[config.mk]
export PLATFORM = sky130hd
export DESIGN_NAME = mem_wb_multi
export DESIGN_NICKNAME = d
export VERILOG_FILES = /design/src/rtl/mem_wb_multi_pkg.sv /design/src/rtl/mem_wb_multi_wb_collision_resolve.sv /design/src/rtl/mem_wb_multi.sv
export SDC_FILE = /design/constraint.sdc
export NUM_CORES = 1
export LEC_CHECK = 0
export BUFFER_PORTS_ARGS = -buffer_cell sky130_fd_sc_hd__buf_2
export CORE_MARGIN = 4
export CORE_UTILIZATION = 28
export CTS_CLUSTER_DIAMETER = 120
export CTS_CLUSTER_SIZE = 10
export DETAILED_ROUTE_END_ITERATION = 10
export PLACE_DENSITY = 0.49
export SETUP_SLACK_MARGIN = 0.05
export SYNTH_ARGS = -nofsm -noshare
export SYNTH_HDL_FRONTEND = slang
export SYNTH_SLANG_ARGS = --single-unit
[constraint.sdc]
create_clock -name clk -period 3.7 [get_ports clk]
set_input_delay 0.74 -clock clk [delete_from_list [all_inputs] [get_ports clk]]
set_output_delay 0.74 -clock clk [all_outputs]
set_load 0.02 [all_outputs]
[src/rtl/mem_wb_multi_pkg.sv]
// mem_wb_multi_pkg: shared pipeline defines and the stage action type for the MEM/WB register
package mem_wb_multi_pkg;
    localparam logic Stop = 1'b1;
    localparam logic NoStop = 1'b0;
    localparam logic RstEnable = 1'b1;
    localparam logic Enable = 1'b1;
    localparam logic Disable = 1'b0;
    localparam int StallRegBus = 6;
    localparam int RegBus = 16;
    localparam int RegAddrBus = 4;
    localparam logic [RegBus-1:0] ZeroWord = '0;
    localparam logic [RegAddrBus-1:0] DisableRegAddr = '0;
    typedef enum logic [1:0] {ACT_HOLD, ACT_BUBBLE, ACT_LOAD} wb_act_e;
endpackage

[src/rtl/mem_wb_multi_wb_collision_resolve.sv]
// wb_collision_resolve: drops lower-channel write enables that target the same address as a higher channel
module wb_collision_resolve #(
    parameter int NUM_CH = 2,
    parameter int ADDR_W = 4
) (
    input  logic [NUM_CH-1:0]        en,
    input  logic [NUM_CH*ADDR_W-1:0] addr,
    output logic [NUM_CH-1:0]        en_res,
    output logic                     collision
);
    always_comb begin
        en_res = en;
        for (int j = 0; j < NUM_CH; j++)
            for (int k = j + 1; k < NUM_CH; k++)
                if (en[j] && en[k] && addr[j*ADDR_W +: ADDR_W] == addr[k*ADDR_W +: ADDR_W])
                    en_res[j] = 1'b0;
        collision = |(en & ~en_res);
    end
endmodule

[src/rtl/mem_wb_multi.sv]
// mem_wb_multi: multi-channel MEM/WB pipeline register with stall/flush, collision resolution and perf counters
module mem_wb_multi
    import mem_wb_multi_pkg::*;
#(
    parameter int DATA_W  = 16,
    parameter int ADDR_W  = 4,
    parameter int NUM_CH  = 2,
    parameter int STALL_W = 6,
    parameter int STAGE   = 4,
    parameter int CNT_W   = 32
) (
    input  logic                     clk,
    input  logic                     rst,
    input  logic [STALL_W-1:0]       stall,
    input  logic                     flush,
    input  logic                     cnt_clr,
    input  logic                     valid_i,
    input  logic [NUM_CH*DATA_W-1:0] wData_i,
    input  logic [NUM_CH-1:0]        wReg_i,
    input  logic [NUM_CH*ADDR_W-1:0] wRegAddr_i,
    output logic                     valid_o,
    output logic [NUM_CH*DATA_W-1:0] wData_o,
    output logic [NUM_CH-1:0]        wReg_o,
    output logic [NUM_CH*ADDR_W-1:0] wRegAddr_o,
    output logic                     collision_o,
    output logic [CNT_W-1:0]         retire_cnt_o,
    output logic [CNT_W-1:0]         bubble_cnt_o
);
    logic s_self, s_next, coll;
    logic [NUM_CH-1:0] en_gated, en_res;
    wb_act_e act;
    assign s_self = stall[STAGE];
    // The last stage has no successor, so it can never be held by one.
    generate
        if (STAGE == STALL_W - 1) begin : g_last
            assign s_next = NoStop;
        end else begin : g_mid
            assign s_next = stall[STAGE+1];
        end
    endgenerate
    assign en_gated = valid_i ? wReg_i : '0;
    assign act = flush ? ACT_BUBBLE : !s_self ? ACT_LOAD : !s_next ? ACT_BUBBLE : ACT_HOLD;
    wb_collision_resolve #(.NUM_CH(NUM_CH), .ADDR_W(ADDR_W)) u_resolve (
        .en(en_gated),
        .addr(wRegAddr_i),
        .en_res(en_res),
        .collision(coll)
    );
    always_ff @(posedge clk) begin
        if (rst == RstEnable) begin
            valid_o <= Disable;
            wData_o <= '0;
            wReg_o <= '0;
            wRegAddr_o <= '0;
            collision_o <= 1'b0;
            retire_cnt_o <= '0;
            bubble_cnt_o <= '0;
        end else begin
            if (act == ACT_BUBBLE) begin
                valid_o <= Disable;
                wData_o <= '0;
                wReg_o <= '0;
                wRegAddr_o <= '0;
                collision_o <= 1'b0;
                if (!flush)
                    bubble_cnt_o <= bubble_cnt_o + {{(CNT_W-1){1'b0}}, ~&bubble_cnt_o};
            end else if (act == ACT_LOAD) begin
                valid_o <= valid_i;
                wData_o <= wData_i;
                wReg_o <= en_res;
                wRegAddr_o <= wRegAddr_i;
                collision_o <= coll;
                if (valid_i)
                    retire_cnt_o <= retire_cnt_o + {{(CNT_W-1){1'b0}}, ~&retire_cnt_o};
            end
            // Clear wins over any increment scheduled above on the same edge.
            if (cnt_clr) begin
                retire_cnt_o <= '0;
                bubble_cnt_o <= '0;
            end
        end
    end
endmodule

**Yosys cells after proc, flatten, opt, wreduce, memory -nomap -nowiden**

Index checks and enable logic that the tools add are counted.

- Add/sub/neg operators: 2
- Equality and inequality tests: 3
- Muxes and demuxes: 5
- Bitwise operators: 4
- Reduce and logical (&&, ||, !) cells: 11

Operator list:

| cell | count |
|---|---|
| 32-bit by 1-bit adder with 32-bit output | 2 |
| 32-bit AND reduction | 2 |
| 2-bit 2-to-1 mux | 3 |
| 2-bit OR reduction | 3 |
| 4-bit equality test | 1 |
| 3-bit AND reduction | 1 |
| 2-bit bitwise AND | 1 |
| 2-bit by 1-bit equality test with 1-bit output (second input constant) | 1 |
| 2-bit equality test (second input constant) | 1 |
| 1-bit logical AND | 2 |
| 1-bit logical NOT | 2 |
| 1-bit 2-to-1 mux | 2 |
| 1-bit NOT | 2 |
| 2-bit NOT | 1 |
| 2-bit AND reduction | 1 |

- Bits in registers: 108
- Input bits: 53
- Output and inout bits: 108
- Word-level logic and storage cells: 32

**Depth between registers and ports, before layout**

- Depth after elaboration: 7
- Gate-level depth with buffers: 12

**Hierarchy**

From an unflattened synthesis, not the netlist that was laid out.

- Cell total of the unflattened synthesis: 570
- Area, all modules: 4725.8 um^2

By module, submodules not included:

| module | times used | cells each | area an instance (um^2) | seq. area each (um^2) |
|---|---|---|---|---|
| mem_wb_multi | 1 | 561 | 4654.5 | 2162.1 |
| wb_collision_resolve | 1 | 9 | 71.3 | 0.0 |

**Worst setup path after synthesis**

OpenSTA, ideal clock, no wires.

- Kind: register to register
- Start point: reg retire_cnt_o[14]
- End point: reg retire_cnt_o[30]
- Setup time: 0.129 ns
- Arrival: 2.883 ns
- Required time: 3.571 ns
- Slack: 0.687 ns
- Stages on the path, launching flop included: 13
- Path buffers: 3
- Clock period less this slack: 3.013 ns
- Cell sequence: dfxtp_1 -> and2_1 -> clkbuf_1 -> nand3_1 -> or4_1 -> ha_1 -> ha_1 -> nand4bb_1 -> clkbuf_1 -> or3_1 -> clkbuf_1 -> nor4_1 -> mux2i_1

- Longest elaborated chain between the ends: 3

RTL lines:

| what | RTL line | RTL |
|---|---|---|
| start, declared | mem_wb_multi.sv:26 | `output logic [CNT_W-1:0] retire_cnt_o,` |
| start signal, assigned | mem_wb_multi.sv:74 | `retire_cnt_o <= retire_cnt_o + {{(CNT_W-1){1'b0}}, ~&retire_cnt_o};` |
| 32-bit AND reduction | mem_wb_multi.sv:74 |  |
| 1-bit logical NOT | mem_wb_multi.sv:74 |  |
| 32-bit by 1-bit adder with 32-bit output * | mem_wb_multi.sv:74 |  |

Mark *: on every way between the ends. The rest lies on a longest branch, timed or not.
A chain may end at the register's enable or synchronous reset.

**Final worst setup path**

- Start point: reg bubble_cnt_o[25]
- End point: reg bubble_cnt_o[21]

- Longest elaborated chain between the ends: 3

RTL lines:

| what | RTL line | RTL |
|---|---|---|
| start, declared | mem_wb_multi.sv:27 | `output logic [CNT_W-1:0] bubble_cnt_o` |
| start signal, assigned | mem_wb_multi.sv:66 | `bubble_cnt_o <= bubble_cnt_o + {{(CNT_W-1){1'b0}}, ~&bubble_cnt_o};` |
| 32-bit AND reduction | mem_wb_multi.sv:66 |  |
| 1-bit logical NOT | mem_wb_multi.sv:66 |  |
| 32-bit by 1-bit adder with 32-bit output | mem_wb_multi.sv:66 |  |

Every way passes these cells.

==> results.py <==
metrics = {
    "hold_path": {
        "holdPathEnd": "wData_o[23]$_SDFFE_PP0P_",
        "hp-class": "flop to flop",
        "min_from": "wData_o[23]$_SDFFE_PP0P_",
        "hold_depth": 2,
    },
    "worst_setup_path": {
        "crit_buf_inv": 0,
        "path_delay_family": "simple AND/OR/NAND/NOR gates",
        "rrSetupSlack_ns": 0.74,
        "critPathKind": "flop to flop",
        "startpoint_type": "flop",
        "r2r_cells": 8,
        "cp.required_ns": 3.98,
        "arrival_ns": 3.24,
        "r2r_end": "bubble_cnt_o[21]$_SDFFE_PP0P_",
        "cp_max_fo": 16,
        "cpPeakStageDelay_ns": 0.76,
        "crit_chain": "and4_1, and4_1, nand3_1, ha_1, nand4_1, or4_1, or4_1, a21oi_1",
        "cp_slowest_cell": "or4_1",
        "critPathCaptureType": "flop",
        "rr_startpoint": "bubble_cnt_o[25]$_SDFFE_PP0P_",
    },
    "layout": {
        "drive_gt1_share_pct": 25.5,
        "nets": 789,
        "layout_commonest_cell": "buf_2",
        "diodes": 0,
        "area_growth_pct": 26.4,
        "fin_cells": 956,
        "stdcell_area_um2": 6020,
        "mostFrequentLayoutCells": "156 x buf_2, 119 x nand2_1, 108 x dfxtp_1",
    },
    "pwr": {
        "vdd.ir_drop.worst_mv": 0.211,
        "p_int_mw": 1.67,
        "power_frac_comb_pct": 5.6,
        "p_switching_uw": 532,
        "pwr-share-clk_pct": 41.0,
        "leakage_nw": 2.31,
        "switching_share_pct": 24.2,
        "seq_power_share_pct": 53.4,
        "p_per_area_nw_per_um2": 365,
        "report.power.total_mw": 2.20,
    },
    "routing": {
        "drtIter0Drc": 255,
        "post_drt_wl_per_cell_um": 15.0,
        "drc": 0,
        "route.vias.total": 4817,
        "drt_wl_total_mm": 14.4,
        "viasPerCell": 5.04,
        "drt-pass1-iter-count": 4,
        "ant_nets": 0,
    },
    "clock_network": {
        "clk_latency_ns": 0.35,
        "cts-root-buf": "clkbuf_16",
        "cts_buffers": 9,
        "clkTransAtPathRegs_ns": 0.07,
        "clkSinkCount": 108,
        "holdBufCountCts": 0,
        "clk_path_buf_depth": 2,
        "cts_htree_levels": 3,
        "cts_tree": "yes",
        "postCtsSetupBuffers": 0,
        "cts_resized": 0,
    },
    "timing": {
        "fin_ws_ns": 0.736,
        "worstMarginPinSlew_ns": 0.837,
        "slew_viol_final": 0,
        "final-hold-violation-count": 0,
        "fin_crit_ns": 2.96,
        "setup_viol": 0,
        "max_freq_mhz": 337,
        "rsz0062_at_grt": "no",
        "relSlewSlack_pct": 44.2,
        "fin_tns_setup_ns": 0,
        "finClkSkew_ns": 0.00511,
        "fin_crit_sh_pct": 80.1,
    },
    "placement": {
        "dp_cells": 940,
        "dp_hpwl_mm": 10.5,
        "post_dp_cell_area_um2": 5760,
        "gp_congestion": 0.760,
        "portBuffers": 156,
        "dpl_worst_slack_ns": 0.769,
    },
    "yosys": {
        "netlist_area_um2": 4770,
        "synth-seq-cells": 108,
        "synth_top_area_share_pct": 45.4,
        "synth.largest_area_cell": "dfxtp_1",
        "synth_cell_types": 39,
        "synth_area_per_cell_um2": 8.09,
        "yosys_warnings": 0,
        "yosys-top-cells-area": "dfxtp_1 45%, nand2_1 9.4%, a21oi_1 8.4%, or4_1 3.6%, o31ai_1 3.0%",
        "synthCells": 589,
        "yosysSeqAreaShare_pct": 45.4,
        "synth_nets": 647,
    },
    "die": {
        "core-area_um2": 16600,
        "initial_core_util_pct": 28.6,
        "num_io_pins": 161,
        "die_area_um2": 19200,
        "rows": 47,
        "dieHeight_um": 138,
        "die_w_um": 138,
    },
    "global_routing": {
        "antenna_found_initial": 0,
        "grt_pass1_wl_mm": 23.4,
        "gr-total-overflow": 0,
        "grt_max_degree": 46,
        "grt_usage_pct": 14.7,
        "grt_pass1_vias": 4679,
    },
    "outcome": {
        "status": "completed",
    },
    "run": {
        "maxCapViolations": 0,
    },
}
==> worst min-delay path: stages, from the launching register on <==
cell     delay, ns
dfxtp_1       0.31
nand2_1       0.05
a21oi_1       0.05
==> state kept, by name, summed over array words and instances, names as in the netlist <==
register and count:
retire_cnt_o 32, valid_o 1, wData_o 32, wReg_o 2
wRegAddr_o 8, collision_o 1, bubble_cnt_o 32
==> worst max-delay path by stage <==
stage | cells after the start | from | end
4_1_cts | 8 | bubble_cnt_o[26]$_SDFFE_PP0P_ | bubble_cnt_o[21]$_SDFFE_PP0P_
3_5_place_dp | 8 | bubble_cnt_o[26]$_SDFFE_PP0P_ | bubble_cnt_o[21]$_SDFFE_PP0P_
6_report | 8 | bubble_cnt_o[25]$_SDFFE_PP0P_ | bubble_cnt_o[21]$_SDFFE_PP0P_
3_3_place_gp | 8 | bubble_cnt_o[25]$_SDFFE_PP0P_ | bubble_cnt_o[29]$_SDFFE_PP0P_
5_1_grt | 8 | bubble_cnt_o[25]$_SDFFE_PP0P_ | bubble_cnt_o[21]$_SDFFE_PP0P_
2_1_floorplan | 12 | retire_cnt_o[14]$_SDFFE_PP0P_ | retire_cnt_o[30]$_SDFFE_PP0P_
==> cell usage after synthesis (all sizes together) <==
| cell type | instances |
|---|---|
| and4 | 9 |
| and2 | 3 |
| o21a | 1 |
| o31ai | 19 |
| nor3b | 2 |
| buf | 5 |
| ha | 5 |
| xnor2 | 16 |
| or3 | 15 |
| nor3 | 7 |
| or2 | 3 |
| nand3 | 27 |
| nor4 | 15 |
| a21oi | 80 |
| nand2 | 119 |
| xor2 | 6 |
| or4 | 24 |
| a31o | 1 |
| nor2 | 29 |
| a311oi | 1 |
| inv | 12 |
| mux2i | 3 |
| and3 | 5 |
| or3b | 1 |
| o21ba | 1 |
| a41o | 3 |
| nand4 | 19 |
| o31a | 1 |
| nand4bb | 2 |
| dfxtp | 108 |
| o21ai | 14 |
| clkbuf | 28 |
| o311ai | 2 |
| a31oi | 3 |
==> routing by layer <==
layer	routed length (um)	up-vias	global-route usage (%)
li1	-	2399	-
met1	6450	2251	18.2
met2	6390	152	23.2
met3	1280	15	5.52
met4	235	0	5.72
met5	0	-	0
==> stage by stage <==
step / hold slack [ns] / utilization [%]
4_1_cts: 0.458 / 36.2
2_1_floorplan: 0.535 / -
6_report: 0.455 / 36.2
3_3_place_gp: 0.440 / 34.6
5_1_grt: 0.473 / 36.2
3_5_place_dp: 0.446 / 34.6
==> power groups by stage <==
stage | Clock, mW | Sequential [mW] | Combinational [mW]
2_1_floorplan | 0 | 1.21 | 0.0569
3_3_place_gp | 0 | 1.20 | 0.123
3_5_place_dp | 0 | 1.20 | 0.126
4_1_cts | 0.949 | 1.17 | 0.126
5_1_grt | 0.987 | 1.18 | 0.139
6_report | 0.901 | 1.17 | 0.123
==> cell type report <==
type | instances | area, um^2
clock buffers | 9 | 225
clock inverters | 7 | 43.8
fillers | 1772 | 10600
inverters | 12 | 45.0
multi-input cells | 436 | 2430
flip-flops and latches | 108 | 2160
well taps | 220 | 275
repair buffers | 164 | 841
==> cell families (layout without fill, tap and decap cells) <==
| logic type | Yosys count | count (layout) | synth area share, % |
|---|---|---|---|
| flip-flops | 108 | 108 | 45.4 |
| adder cells (fa/ha/maj) | 5 | 5 | 1.31 |
| AO/OA/AOI/OAI | 126 | 126 | 15.2 |
| multiplexers | 3 | 3 | 0.630 |
| AND/OR/NAND/NOR | 280 | 280 | 29.6 |
| XOR/XNOR | 22 | 22 | 4.04 |
| buffers and inverters | 45 | 192 | 3.89 |
Note: power is estimated with default switching activity, not from simulation.
